<file path="config.mk">
export PLATFORM = sky130hd
export DESIGN_NAME = systolic_tile_ctrl
export DESIGN_NICKNAME = d
export VERILOG_FILES = /design/src/rtl/systolic_tile_ctrl.sv
export SDC_FILE = /design/constraint.sdc
export NUM_CORES = 1
export LEC_CHECK = 0
export ABC_AREA = 1
export CAP_MARGIN = 40
export CORE_ASPECT_RATIO = 0.75
export CORE_UTILIZATION = 25
export DETAILED_ROUTE_END_ITERATION = 7
export PLACE_DENSITY_LB_ADDON = 0.12
export SYNTH_ARGS = -nofsm -noshare
export SYNTH_HDL_FRONTEND = slang
export SYNTH_SLANG_ARGS = --single-unit
</file>
<file path="constraint.sdc">
create_clock -name i_clock -period 1.45 [get_ports i_clock]
set_clock_uncertainty 0.2 [all_clocks]
set_input_delay 0.145 -clock i_clock [delete_from_list [all_inputs] [get_ports i_clock]]
set_output_delay 0.145 -clock i_clock [all_outputs]
set_load 0.005 [all_outputs]
</file>
<file path="src/rtl/systolic_tile_ctrl.sv">
// Tile sequencer for an output-stationary ROWS x COLS MAC array: clear, stream K
// activation/weight vectors with skewed lane valids, drain, then capture and done.
//
// state   | meaning
// --------+-----------------------------------------------------------
// IDLE    | waiting for start; K and base addresses latched on accept
// CLEAR   | one-cycle accumulator clear pulse to the array
// FEED    | K cycles of activation/weight reads, addresses step by one
// DRAIN   | ROWS+COLS+1 cycles for the skewed wavefront to leave the array
// CAPTURE | one-cycle capture pulse; array outputs are final
// DONE    | one-cycle done pulse (with err when K was zero)
module systolic_tile_ctrl #(
   parameter int ROWS = 4,
   parameter int COLS = 4,
   parameter int KW   = 8,
   parameter int AW   = 10
) (
   input  logic            i_clock,
   input  logic            i_reset_n,
   input  logic            i_start,
   input  logic            i_abort,
   input  logic [KW-1:0]   i_k_len,
   input  logic [AW-1:0]   i_a_base,
   input  logic [AW-1:0]   i_w_base,
   output logic            o_busy,
   output logic            o_done,
   output logic            o_err,
   output logic            o_pe_clear,
   output logic            o_a_rd_en,
   output logic [AW-1:0]   o_a_rd_addr,
   output logic            o_w_rd_en,
   output logic [AW-1:0]   o_w_rd_addr,
   output logic [ROWS-1:0] o_row_valid,
   output logic [COLS-1:0] o_col_valid,
   output logic            o_capture
);

   typedef enum logic [2:0] {
      S_IDLE, S_CLEAR, S_FEED, S_DRAIN, S_CAPTURE, S_DONE
   } state_t;

   // One down-counter serves both FEED (K reads) and DRAIN, so size it for the larger.
   localparam int DW = $clog2(ROWS + COLS + 2);
   localparam int CW = (KW > DW) ? KW : DW;
   localparam logic [CW-1:0] DRAIN_LEN = CW'(ROWS + COLS + 1);

   state_t          state, state_nx;
   logic [CW-1:0]   cnt, cnt_nx;
   logic [AW-1:0]   a_base, a_base_nx, w_base, w_base_nx;
   logic [AW-1:0]   a_addr_nx, w_addr_nx;
   logic            busy_nx, done_nx, err_nx, clear_nx, rd_en_nx, capture_nx;
   logic            flush;

   assign flush = i_abort && (state != S_IDLE);

   always_comb begin
      state_nx   = state;
      cnt_nx     = cnt;
      a_base_nx  = a_base;
      w_base_nx  = w_base;
      a_addr_nx  = o_a_rd_addr;
      w_addr_nx  = o_w_rd_addr;
      busy_nx    = 1'b0;
      done_nx    = 1'b0;
      err_nx     = 1'b0;
      clear_nx   = 1'b0;
      rd_en_nx   = 1'b0;
      capture_nx = 1'b0;
      case (state)
         S_IDLE: begin
            if (i_start) begin
               a_base_nx = i_a_base;
               w_base_nx = i_w_base;
               cnt_nx    = CW'(i_k_len);
               if (i_k_len == '0) begin
                  state_nx = S_DONE;
                  done_nx  = 1'b1;
                  err_nx   = 1'b1;
               end else begin
                  state_nx = S_CLEAR;
                  clear_nx = 1'b1;
                  busy_nx  = 1'b1;
               end
            end
         end
         S_CLEAR: begin
            state_nx  = S_FEED;
            busy_nx   = 1'b1;
            rd_en_nx  = 1'b1;
            a_addr_nx = a_base;
            w_addr_nx = w_base;
         end
         S_FEED: begin
            busy_nx = 1'b1;
            if (cnt == CW'(1)) begin
               state_nx = S_DRAIN;
               cnt_nx   = DRAIN_LEN;
            end else begin
               rd_en_nx  = 1'b1;
               cnt_nx    = cnt - CW'(1);
               a_addr_nx = o_a_rd_addr + AW'(1);
               w_addr_nx = o_w_rd_addr + AW'(1);
            end
         end
         S_DRAIN: begin
            busy_nx = 1'b1;
            if (cnt == CW'(1)) begin
               state_nx   = S_CAPTURE;
               capture_nx = 1'b1;
            end else begin
               cnt_nx = cnt - CW'(1);
            end
         end
         S_CAPTURE: begin
            state_nx = S_DONE;
            done_nx  = 1'b1;
         end
         S_DONE:  state_nx = S_IDLE;
         default: state_nx = S_IDLE;
      endcase
      if (flush) begin
         state_nx   = S_IDLE;
         busy_nx    = 1'b0;
         done_nx    = 1'b0;
         err_nx     = 1'b0;
         clear_nx   = 1'b0;
         rd_en_nx   = 1'b0;
         capture_nx = 1'b0;
      end
   end

   always_ff @(posedge i_clock or negedge i_reset_n) begin
      if (!i_reset_n) begin
         state       <= S_IDLE;
         cnt         <= '0;
         a_base      <= '0;
         w_base      <= '0;
         o_busy      <= 1'b0;
         o_done      <= 1'b0;
         o_err       <= 1'b0;
         o_pe_clear  <= 1'b0;
         o_a_rd_en   <= 1'b0;
         o_w_rd_en   <= 1'b0;
         o_a_rd_addr <= '0;
         o_w_rd_addr <= '0;
         o_capture   <= 1'b0;
         o_row_valid <= '0;
         o_col_valid <= '0;
      end else begin
         state       <= state_nx;
         cnt         <= cnt_nx;
         a_base      <= a_base_nx;
         w_base      <= w_base_nx;
         o_busy      <= busy_nx;
         o_done      <= done_nx;
         o_err       <= err_nx;
         o_pe_clear  <= clear_nx;
         o_a_rd_en   <= rd_en_nx;
         o_w_rd_en   <= rd_en_nx;
         o_a_rd_addr <= a_addr_nx;
         o_w_rd_addr <= w_addr_nx;
         o_capture   <= capture_nx;
         // Read data lands one cycle after the enable; lane r/c adds r/c more cycles of skew.
         if (flush) begin
            o_row_valid <= '0;
            o_col_valid <= '0;
         end else begin
            o_row_valid[0] <= o_a_rd_en;
            for (int r = 1; r < ROWS; r++) o_row_valid[r] <= o_row_valid[r-1];
            o_col_valid[0] <= o_w_rd_en;
            for (int c = 1; c < COLS; c++) o_col_valid[c] <= o_col_valid[c-1];
         end
      end
   end

endmodule

</file>
### After elaboration in Yosys (flattened, before gate mapping)

Cells that the tools add are included.

* bits of input ports: 32
* flip-flop bits (word level): 65

* multiplexer cells: 34
* reduce and logical (&&, ||, !) cells: 11
* eq/ne operators: 11
* add/subtract/negate cells: 3

Operators by type and width (number)
* 10-bit one-hot mux with 2 select lines: 2
* 8-bit two-way mux: 3
* 8-bit one-hot mux with 3 select lines: 1
* 10-bit by 1-bit adder with 10-bit output (second input constant): 2
* 10-bit two-way mux: 2
* 1-bit two-way mux: 15
* 3-bit two-way mux: 5
* 3-bit one-hot mux with 5 select lines: 1
* 3-bit != test (second input constant): 3
* 8-bit by 1-bit equality test with 1-bit output (second input constant): 1
* 8-bit zero test: 1
* 4-bit two-way mux: 2
* 8-bit by 1-bit subtractor with 8-bit output (second input constant): 1
* 3-bit by 2-bit equality test with 1-bit output (second input constant): 2
* 2-bit != test (second input constant): 3
* 1-bit one-hot mux with 2 select lines: 3
* 3-bit AND reduction: 2
* 3-bit nonzero test: 2
* 2-bit AND reduction: 2
* 3-bit by 1-bit equality test with 1-bit output (second input constant): 1
* 3-bit equality test (second input constant): 1
* 3-bit zero test: 1
* 3-bit OR reduction: 1
* 2-bit nonzero test: 1
* 1-bit logical AND: 1

### Logic depth before layout (Yosys ltp)

Gate-level depths: netlist of the first run.

* depth in word-level cells: 5
* mapped depth: 10
* mapped depth without buffers: 10

### Least setup slack after synthesis of the first run

Ideal clock, no wire load.

* path type: register to register
* from: register cnt[1]
* to: register cnt[6]
* setup time: 117 ps
* clock period less this slack: 1543 ps
* setup slack: -93 ps
* arrival time: 1226 ps
* required time: 1133 ps
* cell stages (with the launch flop): 10
* cells stage by stage: dfrtp_1 -> inv_1 -> ha_1 -> nand2_1 -> nor2_2 -> nand2_1 -> nand2_1 -> nor2_1 -> nor2_1 -> nor2_1

* word-level cells in the longest chain between the ends: 3
* elaborated cells on any way between the ends: 7
* those cells by class: add/sub (1); eq/ne (2); mux (3); reduce/logical (1)

Ends and longest elaborated chain
* start: declaration: RTL line 48 `logic [CW-1:0] cnt, cnt_nx;`
* start signal: assignment: RTL line 151 `cnt <= cnt_nx;`
* 8-bit by 1-bit subtractor with 8-bit output or 8-bit by 1-bit equality test with 1-bit output (tied branches)
* 8-bit two-way mux, or another cell as far along: RTL line 107 `if (cnt == CW'(1)) begin`
* 8-bit one-hot mux with 3 select lines or 3-bit AND reduction (tied branches)

Parallel ways exist; a longest one is shown, timed or not. The select of a mux whose other input is x is not followed.
A chain may end at the register's enable or synchronous reset.

### Worst setup path in the final report of the first run

* from: register cnt[2]
* to: register o_a_rd_addr[9]

* word-level cells in the longest chain between the ends: 3

Ends and longest elaborated chain
* 8-bit by 1-bit equality test with 1-bit output: RTL line 95 `if (cnt == CW'(1)) begin`
* 2-bit != test (no source line)
* 2-bit AND reduction (no source line)
* end signal: assignment: RTL line 160 `o_a_rd_addr <= a_addr_nx;`
* end: declaration: RTL line 30 `output logic [AW-1:0] o_a_rd_addr,`

No other way between the ends.

==> parameters.txt, run 1 <==
Parameter                              Value

Run status
  Outcome    complete, but fails checks
  Failing checks    negative setup slack

Die
  Height of the chip    102 um
  Core area    0.0130 sq mm
  Row cnt    36
  Boundary Pins    67
  Initial standard-cell utilization of the core    0.257
  Die Span X    135 um
  Die area    0.0138 sq mm

Timing
  Min cycle time layout    1.66 ns
  Number of setup violations in the final report    52
  Relative slew margins    0.767
  Ratio of final minimum period to clock period    1.14
  Setup repair after global routing missed its margin    true
  Upper clock frequency limit    603 MHz
  Setup WS post-layout    -0.208 ns
  Number of max-slew violations in the final report    0
  Fin. Hold Viols    0
  Worst-margin pin slew    0.350 ns

Critical path
  Kind of cell with the highest combined delay on the critical path    simple AND/OR/NAND/NOR gates
  Cells along the critical path    nor2_2, nand2_2, inv_2, nand2_4, a21oi_4, buf_12, nor2_1, nand2_1, nand2_1
  Highest-delay cell along the critical path    sky130_fd_sc_hd__dfrtp_1
  CP peak stage delay    0.39 ns
  Most common cell on crit path    sky130_fd_sc_hd__nand2_1
  Required time of the worst setup path    1.47 ns
  Bufs and invs on worst path    2
  Sort of element at the start of the critical path    flop
  Number of gates on the worst path with buffers counted    9
  Worst reg-to-reg path cell count    9
  Worst-path maximum fanout    9
  WS Path Type    flop to flop
  Endpoint class of the critical path    flop
  Crit path DAT    1.68 ns

Detailed routing
  Post-detailed-route count of antenna-violating nets    0
  Wire length reported by the detailed router    10600 um
  Ratio of routed vias to standard cells    4.29
  DRC violation total after the first TritonRoute iteration    159
  Wire length per cell after detailed routing    13.3 um
  Via Count    3420
  Detailed-routing iteration count for the pre-antenna-repair pass    4
  Residual DRC    0

CTS
  Number of clock sinks    61
  Clock latency on the worst-skew pair    0.33 ns
  Maximum buffer depth of the clock tree    2
  Clock-pin slew on the worst setup and hold paths    0.06 ns
  Buffer cell driving the clock tree root    sky130_fd_sc_hd__clkbuf_16
  Number of clock buffers inserted by TritonCTS    9
  Clock tree from TritonCTS    yes
  H-tree Lvls    3

GRT
  Total GRT Usage    0.159
  Initial antenna violation count    0
  Largest net degree at the start of global routing    62
  Vias in the first global route    3259
  GRT Residual Overflow    0
  Wire length of the first global-routing pass    16700 um

Synth
  Yosys top cell area share    0.458
  Number of nets in the synthesized netlist    489
  Number of flops mapped to enable cells by yosys    0
  Async set or reset register ratio after synthesis    1.00
  Most used flip-flop cell after synthesis    sky130_fd_sc_hd__dfrtp_1
  Leading cell types by count after synthesis    sky130_fd_sc_hd__nand2_1, sky130_fd_sc_hd__dfrtp_1, sky130_fd_sc_hd__nor2_1
  Cell type with the highest aggregate area in the netlist    sky130_fd_sc_hd__dfrtp_1
  #FFs+latches synth    61
  Warnings from Yosys    0
  Synth Area per Inst    7.36 sq um
  Synth cell types    33
  Most instantiated library cell after synthesis    sky130_fd_sc_hd__nand2_1
  Netlist area before placement    0.00333 sq mm
  Top post-synthesis cells by area    sky130_fd_sc_hd__dfrtp_1, sky130_fd_sc_hd__nand2_1, sky130_fd_sc_hd__nand3_1, sky130_fd_sc_hd__nor2_1, sky130_fd_sc_hd__inv_1
  Number of standard cells after synthesis    453
  Share of the yosys chip area belonging to registers    0.458

Layout
  Area overhead of the layout relative to synthesis    76.1%
  Fin area    0.00587 sq mm
  Net count, final    658
  Antenna fix cells    0
  Share of post-route cells with drive strength above 1    0.398

Placed design
  Final Wtd Congestion    0.849
  Post-DP Area    0.00463 sq mm
  Number of buffers added on ports    66
  DPL Wire Length    6880 um
  Post-Place Setup Slack    -0.200 ns

Power and ir drop
  Cell-internal power    7.80 mW
  Sequential power share    0.225
  Total power per unit cell area    2230 mW/mm^2
  Clock network power share    0.158
  Fraction of power spent switching nets    0.404
  Switch Pwr    5.28 mW
  Peak VDD IR    0.753 mV
  Leakage    2.96 nW
  Combinational fraction of design power    0.617

Flow run
  Max_cap viols    0

Hold path
  Class of the worst hold path    input pin to async pin
## cell type report
| type | instances | area [sq um] |
|---|---|---|
| clock inverter | 5 | 52.6 |
| clock buffer | 10 | 229 |
| multi-input combinational | 324 | 1970 |
| timing repair buffer | 174 | 1650 |
| inverter | 52 | 221 |
| sequential | 61 | 1530 |
| fill | 1290 | 7100 |
| tap | 171 | 214 |
## power groups by stage
| stage | sequential, mW | combinational [mW] | clock, mW |
|---|---|---|---|
| 4_1_cts | 2.91 | 6.89 | 2.14 |
| 5_1_grt | 3.04 | 8.87 | 2.19 |
| 3_5_place_dp | 3.09 | 5.75 | 0 |
| 6_report | 2.95 | 8.07 | 2.07 |
| 2_1_floorplan | 3.06 | 3.01 | 0 |
| 3_3_place_gp | 3.09 | 5.76 | 0 |
## layout by cell type, fill, tap and decap left out, types with 9 or more instances in the layout
master                            netlist  routed
sky130_fd_sc_hd__nand2_1              151     107
sky130_fd_sc_hd__buf_4                  7      81
sky130_fd_sc_hd__dfrtp_1               61      56
sky130_fd_sc_hd__inv_1                 46      41
sky130_fd_sc_hd__nor2_1                53      35
sky130_fd_sc_hd__nand3_1               40      30
sky130_fd_sc_hd__clkdlybuf4s50_1        0      30
sky130_fd_sc_hd__nand2_2                5      26
sky130_fd_sc_hd__dlygate4sd2_1          0      26
sky130_fd_sc_hd__nand2_4                1      23
sky130_fd_sc_hd__o21ai_1                9      17
sky130_fd_sc_hd__buf_6                  3      16
sky130_fd_sc_hd__nor2_2                 2      12
sky130_fd_sc_hd__clkbuf_16              0      10
sky130_fd_sc_hd__nor2_4                 1       9
sky130_fd_sc_hd__or2_2                  9       9
sky130_fd_sc_hd__buf_12                 0       9
## path summary, 6_finish.rpt
check                            start              to  slack [ns]
max                             cnt[2]  o_a_rd_addr[9]       -0.21
min                          i_reset_n  o_a_rd_addr[7]        0.16
max reg2reg                     cnt[2]  o_a_rd_addr[9]       -0.21
min reg2reg                  a_base[0]       a_base[0]        0.28
max in group asynchronous    i_reset_n  o_a_rd_addr[1]        0.60
min in group i_clock       i_a_base[5]       a_base[5]        0.18
## state kept, by name (all words and copies together) (netlist names)
| name | cells |
|---|---|
| a_base | 10 |
| cnt | 8 |
| o_a_rd_addr | 10 |
| o_busy | 1 |
| o_capture | 1 |
| o_col_valid | 4 |
| o_done | 1 |
| o_err | 1 |
| o_pe_clear | 1 |
| o_w_rd_addr | 10 |
| o_w_rd_en | 1 |
| state | 3 |
| w_base | 10 |
## tightest hold or removal path: stages
cell and delay [ns]:
sky130_fd_sc_hd__dlygate4sd3_1 0.52, sky130_fd_sc_hd__buf_2 0.12, sky130_fd_sc_hd__buf_12 0.30
## what timing repair did
action | 4_1_cts | 5_1_grt
gates resized for setup | 73 | 151
hold buffers | 1 | 0
setup endpoints to repair | 91 | 66
pin swaps | 1 | 25
endpoints found under the hold margin | 61 | 0
cloned | 3 | 1
setup buffers | 32 | 16
## through the flow
step | hold slack, ns | TNS (ns) | utilization | total power, mW | cells
2_1_floorplan | -0.351 | -1.18 | - | 6.07 | 453
3_3_place_gp | -0.00855 | -5.68 | 0.357 | 8.85 | 734
3_5_place_dp | -0.00649 | -5.95 | 0.357 | 8.84 | 734
4_1_cts | 0.161 | -6.37 | 0.410 | 11.9 | 785
5_1_grt | 0.183 | -9.23 | 0.452 | 14.1 | 797
6_report | 0.163 | -5.94 | 0.452 | 13.1 | 797
## logic make-up (layout without fill, tap and decap cells)
| logic type | after synthesis | count (layout) | share of synthesized area |
|---|---|---|---|
| buffers and inverters | 68 | 241 | 0.0935 |
| AND/OR/NAND/NOR | 274 | 274 | 0.351 |
| flip-flops | 61 | 61 | 0.458 |
| adder cells (fa/ha/maj) | 4 | 4 | 0.0150 |
| AO/OA/AOI/OAI | 41 | 41 | 0.0687 |
| XOR/XNOR | 5 | 5 | 0.0131 |
## per-layer routing
metal,vias to the layer above,wire length [um],global-route usage
li1,1767,-,-
met4,0,94,0.0363
met3,9,408,0.0352
met5,-,0,0
met1,1579,5680,0.244
met2,65,4380,0.224
Power figures use the tool's default switching activity.
==> run 2: changes to the inputs <==
--- a/config.mk
+++ b/config.mk
@@ -10,6 +10,7 @@
 export CORE_ASPECT_RATIO = 0.75
 export CORE_UTILIZATION = 25
 export DETAILED_ROUTE_END_ITERATION = 7
+export MAX_ROUTING_LAYER = met4
 export PLACE_DENSITY_LB_ADDON = 0.12
 export SYNTH_ARGS = -nofsm -noshare
 export SYNTH_HDL_FRONTEND = slang
==> parameters.txt, run 2 (synthesis results as in run 1) <==
Parameter                              Value

Run status
  Outcome    complete, but fails checks
  Failing checks    negative setup slack

Flow run
  Max_cap viols    0

Critical path
  Worst-path maximum fanout    22
  Highest-delay cell along the critical path    sky130_fd_sc_hd__dfrtp_2
  Bufs and invs on worst path    2
  Crit path DAT    1.66 ns
  Critical R2R Launch    state[1]
  Register-to-Register Setup Slack    -0.20 ns
  Worst reg-to-reg path cell count    8
  Sort of element at the start of the critical path    flop
  Endpoint class of the critical path    flop
  Required time of the worst setup path    1.46 ns
  Kind of cell with the highest combined delay on the critical path    flip-flops
  WS Path Type    flop to flop
  Cells along the critical path    inv_2, nor2_4, nand2_8, o21ai_4, buf_12, nand2_1, nand2_1, o21ai_1
  Endpoint of the most critical register-to-register path    o_a_rd_addr[3]
  Most common cell on crit path    sky130_fd_sc_hd__nand2_1
  CP peak stage delay    0.43 ns

GRT
  Wire length of the first global-routing pass    16700 um
  GRT Residual Overflow    0
  Initial antenna violation count    0
  Largest net degree at the start of global routing    31
  Vias in the first global route    3300
  Total GRT Usage    0.163

Timing
  Setup WS post-layout    -0.202 ns
  Setup repair after global routing missed its margin    true
  Worst-margin pin slew    0.477 ns
  Upper clock frequency limit    605 MHz
  Min cycle time layout    1.65 ns
  Number of setup violations in the final report    50
  Fin. Hold Viols    0
  Number of max-slew violations in the final report    0
  Ratio of final minimum period to clock period    1.14
  Worst hold margin    0.111 ns
  Relative slew margins    0.682

CTS
  H-tree Lvls    3
  Number of clock sinks    61
  Clock tree from TritonCTS    yes
  Maximum buffer depth of the clock tree    2
  Clock-pin slew on the worst setup and hold paths    0.05 ns
  Buffer cell driving the clock tree root    sky130_fd_sc_hd__clkbuf_16
  Clock latency on the worst-skew pair    0.33 ns
  Number of clock buffers inserted by TritonCTS    9

Detailed routing
  Post-detailed-route count of antenna-violating nets    0
  Wire length reported by the detailed router    10700 um
  Detailed-routing iteration count for the pre-antenna-repair pass    4
  Wire length per cell after detailed routing    13.5 um
  Residual DRC    0
  Via Count    3425
  DRC violation total after the first TritonRoute iteration    169
  Ratio of routed vias to standard cells    4.32

Die
  Die Span X    135 um
  Die area    0.0138 sq mm
  Height of the chip    102 um
  Boundary Pins    67
  Initial standard-cell utilization of the core    0.257
  Core area    0.0130 sq mm
  Row cnt    36

Placed design
  Number of placed cells counting well taps    735
  Post-DP Area    0.00463 sq mm
  DPL Wire Length    7190 um
  Number of buffers added on ports    66
  Post-Place Setup Slack    -0.191 ns
  Final Wtd Congestion    0.884

Power and ir drop
  Leakage    2.93 nW
  Total chip power    12.8 mW
  Total power per unit cell area    2200 mW/mm^2
  Peak VDD IR    0.744 mV

Layout
  Most common cell after layout, fill and taps aside    sky130_fd_sc_hd__nand2_1
  Commonest non-fill, non-tap cells in the layout    sky130_fd_sc_hd__nand2_1, sky130_fd_sc_hd__buf_4, sky130_fd_sc_hd__dfrtp_1, sky130_fd_sc_hd__inv_1, sky130_fd_sc_hd__nor2_1
  Antenna fix cells    0
  Fin area    0.00581 sq mm
  Share of post-route cells with drive strength above 1    0.384
  Filler instances    1261
  Post-route insts no fill    793
  Area overhead of the layout relative to synthesis    74.4%
  Net count, final    655

Hold path
  Class of the worst hold path    input pin to async pin
==> run 2: cell type report <==
class / instances / area [sq um] / area share
repair buffers: 169 / 1570 / 0.270
well taps: 171 / 214 / 0.0368
inverters: 52 / 233 / 0.0401
multi-input cells: 325 / 1970 / 0.339
clock inverters: 1 / 5.00 / 0.000862
clock buffers: 13 / 280 / 0.0482
repair inverters: 1 / 6.26 / 0.00108
flip-flops and latches: 61 / 1540 / 0.264
==> run 2: worst max path at each step <==
stage,depth (start not counted),slack [ns],end,from
global placement,8,-0.19,o_a_rd_addr[9],state[2]
CTS,7,-0.17,o_a_rd_addr[3],state[2]
floorplan,9,-0.07,o_w_rd_addr[5],cnt[1]
finish,8,-0.20,o_a_rd_addr[3],state[1]
detailed placement,9,-0.19,o_a_rd_addr[9],state[1]
global route,8,-0.27,o_a_rd_addr[3],state[1]
==> run 2: power by group <==
group	internal (mW)	leakage [nW]	switching, mW
clock network	1.32	0.144	0.721
logic	3.80	2.03	3.95
registers	2.50	0.755	0.506
==> run 2: what timing repair did <==
action                                  in CTS  in global routing
setup buffers                               32                  9
gates resized for setup                    112                105
endpoints found under the setup margin      90                 61
pin swaps                                   15                 32
gates cloned                                 2                  4
hold buffers                                 1                  0
hold endpoints to repair                    61                  0
==> run 2: per-layer routing <==
metal	track usage	vias to the layer above	part of all wire	wire (um)
met5	-	-	0	0
met4	0.0415	0	0.010	111
met3	0.0382	10	0.050	531
met2	0.229	81	0.42	4440
met1	0.232	1580	0.52	5590
li1	-	1754	-	-
==> run 2: stage by stage <==
step / setup TNS [ns] / utilization
CTS: -3.93 / 0.414
finish: -5.07 / 0.448
global placement: -6.05 / 0.357
floorplan: -1.18 / -
global route: -8.60 / 0.448
detailed placement: -6.10 / 0.357
==> run 3: changes to the inputs <==
--- a/config.mk
+++ b/config.mk
@@ -9,9 +9,9 @@
 export CAP_MARGIN = 40
 export CORE_ASPECT_RATIO = 0.75
 export CORE_UTILIZATION = 25
+export CTS_CLUSTER_SIZE = 8
 export DETAILED_ROUTE_END_ITERATION = 7
 export MAX_ROUTING_LAYER = met4
-export PLACE_DENSITY_LB_ADDON = 0.12
 export SYNTH_ARGS = -nofsm -noshare
 export SYNTH_HDL_FRONTEND = slang
 export SYNTH_SLANG_ARGS = --single-unit
==> parameters.txt, run 3 (synthesis results as in run 1) <==
Parameter                              Value

Die
  Height of the chip    102 um
  Core area    0.0130 sq mm
  Die area    0.0138 sq mm
  Row cnt    36
  Die Span X    135 um
  Boundary Pins    67
  Initial standard-cell utilization of the core    0.257

Timing
  Number of max-slew violations in the final report    0
  Worst-margin pin slew    0.279 ns
  Fin. Hold Viols    0
  Accumulated negative setup slack    -6.33 ns
  Min cycle time layout    1.69 ns
  Upper clock frequency limit    591 MHz
  Setup WS post-layout    -0.241 ns
  Setup repair after global routing missed its margin    true
  Ratio of final minimum period to clock period    1.17
  Number of setup violations in the final report    54
  Relative slew margins    0.814
  Worst hold margin    0.0320 ns

GRT
  Wire length of the first global-routing pass    16200 um
  Most Crowded Layer GR    met2
  Initial antenna violation count    0
  GR met2 Demand/Resource    0.235
  GRT Residual Overflow    0
  GRT met3 Usage    0.0263
  Global routing usage on met1    0.208
  Vias in the first global route    3303
  Largest net degree at the start of global routing    32
  Total GRT Usage    0.158

Critical path
  Critical Path Sink    o_w_rd_addr[9]
  Required time of the worst setup path    1.48 ns
  Bufs and invs on worst path    3
  WS Path Type    flop to flop
  Highest-delay cell along the critical path    sky130_fd_sc_hd__dfrtp_1
  Cells along the critical path    nor2_2, nand2_2, clkinv_1, nand2_4, a21oi_4, buf_12, buf_12, nor2_2, nand2_1, nand2_1
  Register-to-Register Setup Slack    -0.24 ns
  Kind of cell with the highest combined delay on the critical path    simple AND/OR/NAND/NOR gates
  Critical R2R Launch    cnt[3]
  Crit path DAT    1.72 ns
  Endpoint class of the critical path    flop
  Number of gates on the worst path with buffers counted    10
  CP peak stage delay    0.38 ns
  Worst-path maximum fanout    5
  Sort of element at the start of the critical path    flop
  Worst Setup SP    cnt[3]
  Endpoint of the most critical register-to-register path    o_w_rd_addr[9]
  Worst reg-to-reg path cell count    10

CTS
  Clock tree from TritonCTS    yes
  Buffer cell driving the clock tree root    sky130_fd_sc_hd__clkbuf_16
  H-tree Lvls    3
  Number of clock buffers inserted by TritonCTS    9
  Clock latency on the worst-skew pair    0.33 ns
  Clock-pin slew on the worst setup and hold paths    0.05 ns
  Maximum buffer depth of the clock tree    2
  Number of clock sinks    61

Power and ir drop
  Total power per unit cell area    2250 mW/mm^2
  Peak VDD IR    1.11 mV
  Leakage    2.94 nW

Layout
  Commonest non-fill, non-tap cells in the layout    sky130_fd_sc_hd__nand2_1, sky130_fd_sc_hd__buf_4, sky130_fd_sc_hd__dfrtp_1, sky130_fd_sc_hd__inv_1, sky130_fd_sc_hd__nor2_1
  Total area of sequential cells    0.00153 sq mm
  Net count, final    647
  Antenna fix cells    0
  Multi-input combinational cell area    0.00196 sq mm
  Filler instances    1250
  Area overhead of the layout relative to synthesis    75.2%
  Fin area    0.00584 sq mm
  Final cell utilization of the core    0.450
  Most common cell after layout, fill and taps aside    sky130_fd_sc_hd__nand2_1
  Share of post-route cells with drive strength above 1    0.383

Detailed routing
  Residual DRC    0
  Ratio of routed vias to standard cells    4.38
  DRC violation total after the first TritonRoute iteration    235
  Wire length per cell after detailed routing    13.3 um
  Detailed-routing iteration count for the pre-antenna-repair pass    4
  Via Count    3445
  Post-detailed-route count of antenna-violating nets    0
  Wire length reported by the detailed router    10500 um

Placed design
  Final Wtd Congestion    0.796
  Number of buffers added on ports    66
  DPL Wire Length    6850 um
  Post-DP Area    0.00459 sq mm

Run status
  Failing checks    negative setup slack
  Outcome    complete, but fails checks

Hold path
  Class of the worst hold path    input pin to async pin

Flow run
  Max_cap viols    0
[run 3: repair_timing]
action                                  in CTS  in global routing
resized for setup                           96                119
setup buffers                               31                  9
endpoints found under the setup margin      91                 59
hold buffers                                 1                  0
cloned                                       3                  4
endpoints found under the hold margin       61                  0
pin swaps                                   10                 15
[run 3: power breakdown]
| group | internal (mW) | total (mW) | switching (mW) | leakage (nW) |
|---|---|---|---|---|
| Clock | 1.42 | 2.21 | 0.788 | 0.148 |
| Sequential | 2.49 | 2.97 | 0.479 | 0.760 |
| Combinational | 3.90 | 7.93 | 4.03 | 2.03 |
| Total | 7.82 | 13.1 | 5.29 | 2.94 |
[run 3: through the flow]
stage	setup slack (ns)	total power [mW]	cells
2_1_floorplan	-0.0698	6.07	453
6_report	-0.241	13.1	787
5_1_grt	-0.295	14.1	787
3_3_place_gp	-0.216	8.50	728
4_1_cts	-0.219	11.8	777
3_5_place_dp	-0.218	8.61	728
[run 3: how the worst min path moves through the flow]
stage | startpoint | end | slack [ns]
CTS | i_reset_n | cnt[2] | 0.02
global route | i_reset_n | cnt[7] | 0.06
finish | i_reset_n | cnt[7] | 0.03
floorplan | i_reset_n | a_base[0] | -0.35
global placement | i_reset_n | cnt[2] | -0.17
detailed placement | i_reset_n | cnt[2] | -0.17
[run 3: metal layers]
metal | share of wire | vias to the layer above
met4 | 0.022 | 0
met1 | 0.48 | 1625
met3 | 0.038 | 17
met2 | 0.46 | 66
met5 | 0 | -
li1 | - | 1737
[run 3: final cells by class]
class / instances / share of cell area
timing repair buffer: 162 / 0.274
tap: 171 / 0.0366
inverter: 52 / 0.0381
clock buffer: 11 / 0.0433
clock inverter: 5 / 0.0101
sequential: 61 / 0.262
multi-input combinational: 325 / 0.336
[run 3: worst register-to-register path: cells and delay by family (launching register included)]
kind / cells / cell delay (ns)
flops: 1 / 0.38
simple gates: 6 / 0.48
compound gates: 1 / 0.17
buf+inv: 3 / 0.35
==> variant 1: new RTL, config.mk and constraints of run 3 <==
The output `o_busy` loses its register stage (`o_busy` becomes a continuous assignment).
--- a/src/rtl/systolic_tile_ctrl.sv
+++ b/src/rtl/systolic_tile_ctrl.sv
@@ -136,5 +136,4 @@
          a_base      <= '0;
          w_base      <= '0;
-         o_busy      <= 1'b0;
          o_done      <= 1'b0;
          o_err       <= 1'b0;
@@ -152,5 +151,4 @@
          a_base      <= a_base_nx;
          w_base      <= w_base_nx;
-         o_busy      <= busy_nx;
          o_done      <= done_nx;
          o_err       <= err_nx;
@@ -174,4 +172,6 @@
    end
 
+   assign o_busy = busy_nx;
+
 endmodule
 
Formal check against the unedited RTL: not equivalent (a bounded check fails within 4 cycles, from zero or initial values and one cycle with i_reset_n low).
==> variant 1 against run 3 <==
The run still ends with negative setup slack left. Cell count fell by 0.76%. Maximum frequency fell by 5.5%. Synthesized area fell by 0.75%. Clock power up 7%. Count of clock-buffer cells in the layout rose by 1. Combinational power fell by 3.5%. Setup slack worse by 0.098 ns. Via count down 0.87%. Worst hold slack gained 0.13 ns. Sequential cell count fell by 1. Wire length shrank 3.8%. Design area fell by 4.8%. Total power down 1.8%. Largest cell class unchanged.
==> variant 1: results (changes against run 3) <==
htree depth=3 (unchanged); worst path arrival time=1.44 ns (was 1.72 ns); Antenna diodes=0 (unchanged); async set-reset flop share out of synthesis=100.0% (unchanged); layout cells sized above 1=33.50% (was 38.31%); HPWL Detailed=6996 um (was 6849 um); first-pass detailed-route iteration total=5 (was 4); CTS Buf Count=9 (unchanged); Yosys warnings=0 (unchanged); fill count=1,198 (was 1,250); synth cell count leaders=nand2_1 (151), dfrtp_1 (60), nor2_1 (53) (was nand2_1 (151), dfrtp_1 (61), nor2_1 (53)); GRT Total Usage=15.94% (was 15.78%); total vias in the final route=3,415 (was 3,445); global-route wire length before repair=16,540 um (was 16,170 um); initial antenna violation count=0 (unchanged); largest cells by area after synthesis=dfrtp_1 (45%), nand2_1 (17%), nand3_1 (6.1%), nor2_1 (6.0%), inv_1 (5.2%) (was dfrtp_1 (46%), nand2_1 (17%), nand3_1 (6.0%), nor2_1 (6.0%), inv_1 (5.2%)); DR vias/cell=4.373 (was 4.377); critical-path maximum fanout=3 (was 5); final net count=646 (was 647); Clk Latency, worst-skew pair=0.33 ns (about the same); register area share after synthesis=45.40% (was 45.81%); largest net degree at the start of global routing=61 (was 32); placed cells=724 (was 728); CTS root buf=clkbuf_16 (unchanged); P_leak=2.807 nW (was 2.935 nW); CTS Buffer Depth=2 (unchanged); Top FF cell, synth=dfrtp_1 (unchanged); status=complete, but fails checks (unchanged); failing checks=negative setup slack (unchanged); maximum VDD drop=0.0007587 V (was 0.001108 V); Final TNS setup=-10.33 ns (was -6.327 ns); syn nets=488 (was 489); final setup fails=56 (was 54); Worst-path clk slew=0.06 ns; Mapped Cells=452 (was 453); Tightest Pin Transition=0.3335 ns (was 0.2794 ns); routed length per instance=12.93 um (was 13.34 um); Yosys cell types=33 (unchanged); DRT iter0 DRCs=213 (was 235); pre-CTS WS=-0.4759 ns (was -0.2181 ns); Final GP Congestion=0.8363 (was 0.7963); HP Class=input port to async pin (unchanged); final worst slack=-0.3393 ns (was -0.2413 ns); number of buffers inserted by port buffering=66 (unchanged)
[variant 1: cell count changes in the layout (fill, tap and decap cells not counted), moves of 7 or more]
cell	delta
o21ai_0	+9
nand2_2	-15
nand2_1	+29
nand2_4	-15
o21ai_1	-7
[variant 1: cell type report]
type                            instances  area (um^2)  share of cell area (%)
Clock buffer                           12        266.5                   4.795
Clock inverter                          4        70.07                   1.261
Inverter                               52        212.7                   3.827
Multi-Input combinational cell        324         1824                   32.82
Sequential cell                        60         1504                   27.06
Tap cell                              166        207.7                   3.737
Timing Repair Buffer                  162         1466                   26.38
Timing Repair inverter                  1        6.256                  0.1126
[variant 1: per-layer routing]
metal | routed length (um) | GRT usage (%) | share of wire, %
met4 | 148 | 5.618 | 1.5
met3 | 499 | 3.754 | 4.9
met1 | 4930 | 21.31 | 49
met5 | 0 | - | 0
met2 | 4518 | 23.43 | 45
[variant 1: repair_timing]
action	4_1_cts	5_1_grt
hold buffers	1	0
pin swaps	16	36
cloned	1	1
resized for setup	99	75
setup endpoints to repair	90	63
hold endpoints to repair	60	0
setup buffers	33	8
[variant 1: cells by family after synthesis]
family	after synthesis	share of synthesized area (%)
buf+inv	68	9.421
flops	60	45.40
fa+ha+maj	4	1.513
simple gates	274	35.41
compound gates	41	6.924
xor+xnor	5	1.324
[variant 1: where the power goes]
part / switching (mW) / total [mW] / leakage, nW / internal [mW]
Combinational: 3.92 / 7.65 / 1.89 / 3.73
Sequential: 0.399 / 2.85 / 0.749 / 2.45
Clock: 0.738 / 2.37 / 0.169 / 1.64
[variant 1: worst paths after layout]
kind,startpoint,endpoint,slack (ns),depth (start not counted)
worst min-delay path,i_reset_n,cnt[0],0.16,3
min in group i_clock,i_w_base[3],w_base[3],0.17,3
max in group asynchronous,i_reset_n,o_a_rd_addr[5],0.60,3
worst max-delay path,state[0],o_busy,-0.34,8
worst max register to register,state[1],o_a_rd_addr[1],-0.33,9
worst min register to register,w_base[5],w_base[5],0.28,2
[variant 1: worst max-delay path, cell delays in order, from the launching register on]
cell and delay (ns):
dfrtp_1 0.38, nor2_2 0.14, nand2_2 0.09, inv_2 0.07
nand2_2 0.05, inv_2 0.06, nand2_2 0.06, a31oi_1 0.13
buf_2 0.13
[variant 1: through the flow]
stage / util (%) / hold slack [ns] / area, um^2
6_report: 44.22 / 0.1636 / 5558
5_1_grt: 44.22 / 0.1972 / 5558
4_1_cts: 41.83 / 0.1591 / 5258
3_5_place_dp: 36.19 / -0.01404 / 4548
3_3_place_gp: 36.19 / -0.01871 / 4548
2_1_floorplan: - / -0.3506 / 3332
==> variant 2: new RTL, config.mk and constraints of run 3 <==
Made on the original files. Change the parameter `COLS` from 4 to 2.
--- a/src/rtl/systolic_tile_ctrl.sv
+++ b/src/rtl/systolic_tile_ctrl.sv
@@ -12,5 +12,5 @@
 module systolic_tile_ctrl #(
    parameter int ROWS = 4,
-   parameter int COLS = 4,
+   parameter int COLS = 2,
    parameter int KW   = 8,
    parameter int AW   = 10
Ports: changed (resized o_col_valid); port bits go from 67 to 65. The function was not compared with the original's and may differ.
==> variant 2 against run 3 <==
Wire length up 8.1%. Global-route usage up 1.8 points. Sequential cell count unchanged. Critical endpoint is now o_a_rd_addr[9]. Total power up 7.3%. Synthesized cell count up 1.1%. Setup slack worse by 0.013 ns. Design area up 4.5%. The flow still finishes with violations (negative setup slack). Synthesized area up 1.2%. Highest routed layer unchanged.
==> variant 2: results (changes against run 3) <==
Sw Ratio=40.60% (was 40.37%); final net count=671 (was 647); grt met3 use=4.425% (was 2.629%); crit path to=o_a_rd_addr[9] (was o_w_rd_addr[9]); largest cells by area after synthesis=dfrtp_1 (45%), nand2_1 (17%), nand3_1 (6.5%), inv_1 (6.1%), nor2_1 (5.1%) (was dfrtp_1 (46%), nand2_1 (17%), nand3_1 (6.0%), nor2_1 (6.0%), inv_1 (5.2%)); Tightest Pin Transition=0.4783 ns (was 0.2794 ns); final worst slack=-0.2539 ns (was -0.2413 ns); Synth Area in Compound Gates=7.906% (was 6.872%); DR WL met3=763 um (was 400 um); hold_ws=0.1210 ns (was 0.03203 ns); Power, Total=14.06 mW (was 13.11 mW); largest net degree at the start of global routing=28 (was 32); Clk pwr share=16.0% (was 16.9%); crit path from=cnt[1] (was cnt[3]); Final GP Congestion=0.9156 (was 0.7963); global-route wire length before repair=18,130 um (was 16,170 um); M1 wire length=5123 um (was 5016 um); CP peak stage delay=0.38 ns (about the same); Post-Synth XOR/XNOR Area=1.299% (was 1.314%); routed length per instance=14.00 um (was 13.34 um); syn nets=494 (was 489); Yosys cell types=26 (was 33); maximum VDD drop=0.0009526 V (was 0.001108 V); DR vias/cell=4.498 (was 4.377); failing checks=negative setup slack (unchanged); DRT iter0 DRCs=207 (was 235); Mapped Cells=458 (was 453); status=complete, but fails checks (unchanged); GRT Total Usage=17.57% (was 15.78%); met2 usage=28.39% (was 23.47%); Final Instance Count excl. Fillers=811 (was 787); post_cts resized=148 (was 96); cell family with most CP delay=flip-flops (was simple AND/OR/NAND/NOR gates); final setup fails=60 (was 54); P_leak=3.041 nW (was 2.935 nW); vias in the first global route=3,771 (was 3,303); number of buffers inserted by port buffering=64 (was 66); sequential share of power=21.0% (was 22.7%); HPWL Detailed=7056 um (was 6849 um); Synth Area in Adders=1.485% (was 1.502%); pre-CTS WS=-0.4102 ns (was -0.2181 ns); placed cells=744 (was 728); total placed instance area=4702 um^2 (was 4589 um^2)
variant 2: changes by cell type after synthesis, sizes merged, moves of 2 or more:
| cell | before | now |
|---|---|---|
| nor3 | 2 | 0 |
| nor2 | 56 | 50 |
| nand3 | 40 | 44 |
| clkbuf | 2 | 0 |
| nand2 | 157 | 154 |
| inv | 51 | 59 |
| o21ai | 34 | 40 |
variant 2: cell type report:
class                           count  area [um^2]
Inverter                           59        247.7
Tap cell                          171        214.0
Clock inverter                      5        75.07
Timing Repair Buffer              180         1745
Sequential cell                    61         1531
Fill cell                        1204         6960
Multi-Input combinational cell    324         2056
Clock buffer                       11        232.7
variant 2: worst register-to-register path, cell delays in order (launching register included):
cell	delay, ns
dfrtp_1	0.38
inv_2	0.08
ha_4	0.15
inv_2	0.04
nor2_4	0.10
nand2_4	0.07
a21boi_4	0.25
buf_12	0.16
nor2_2	0.04
nand2_1	0.07
nand2_1	0.05
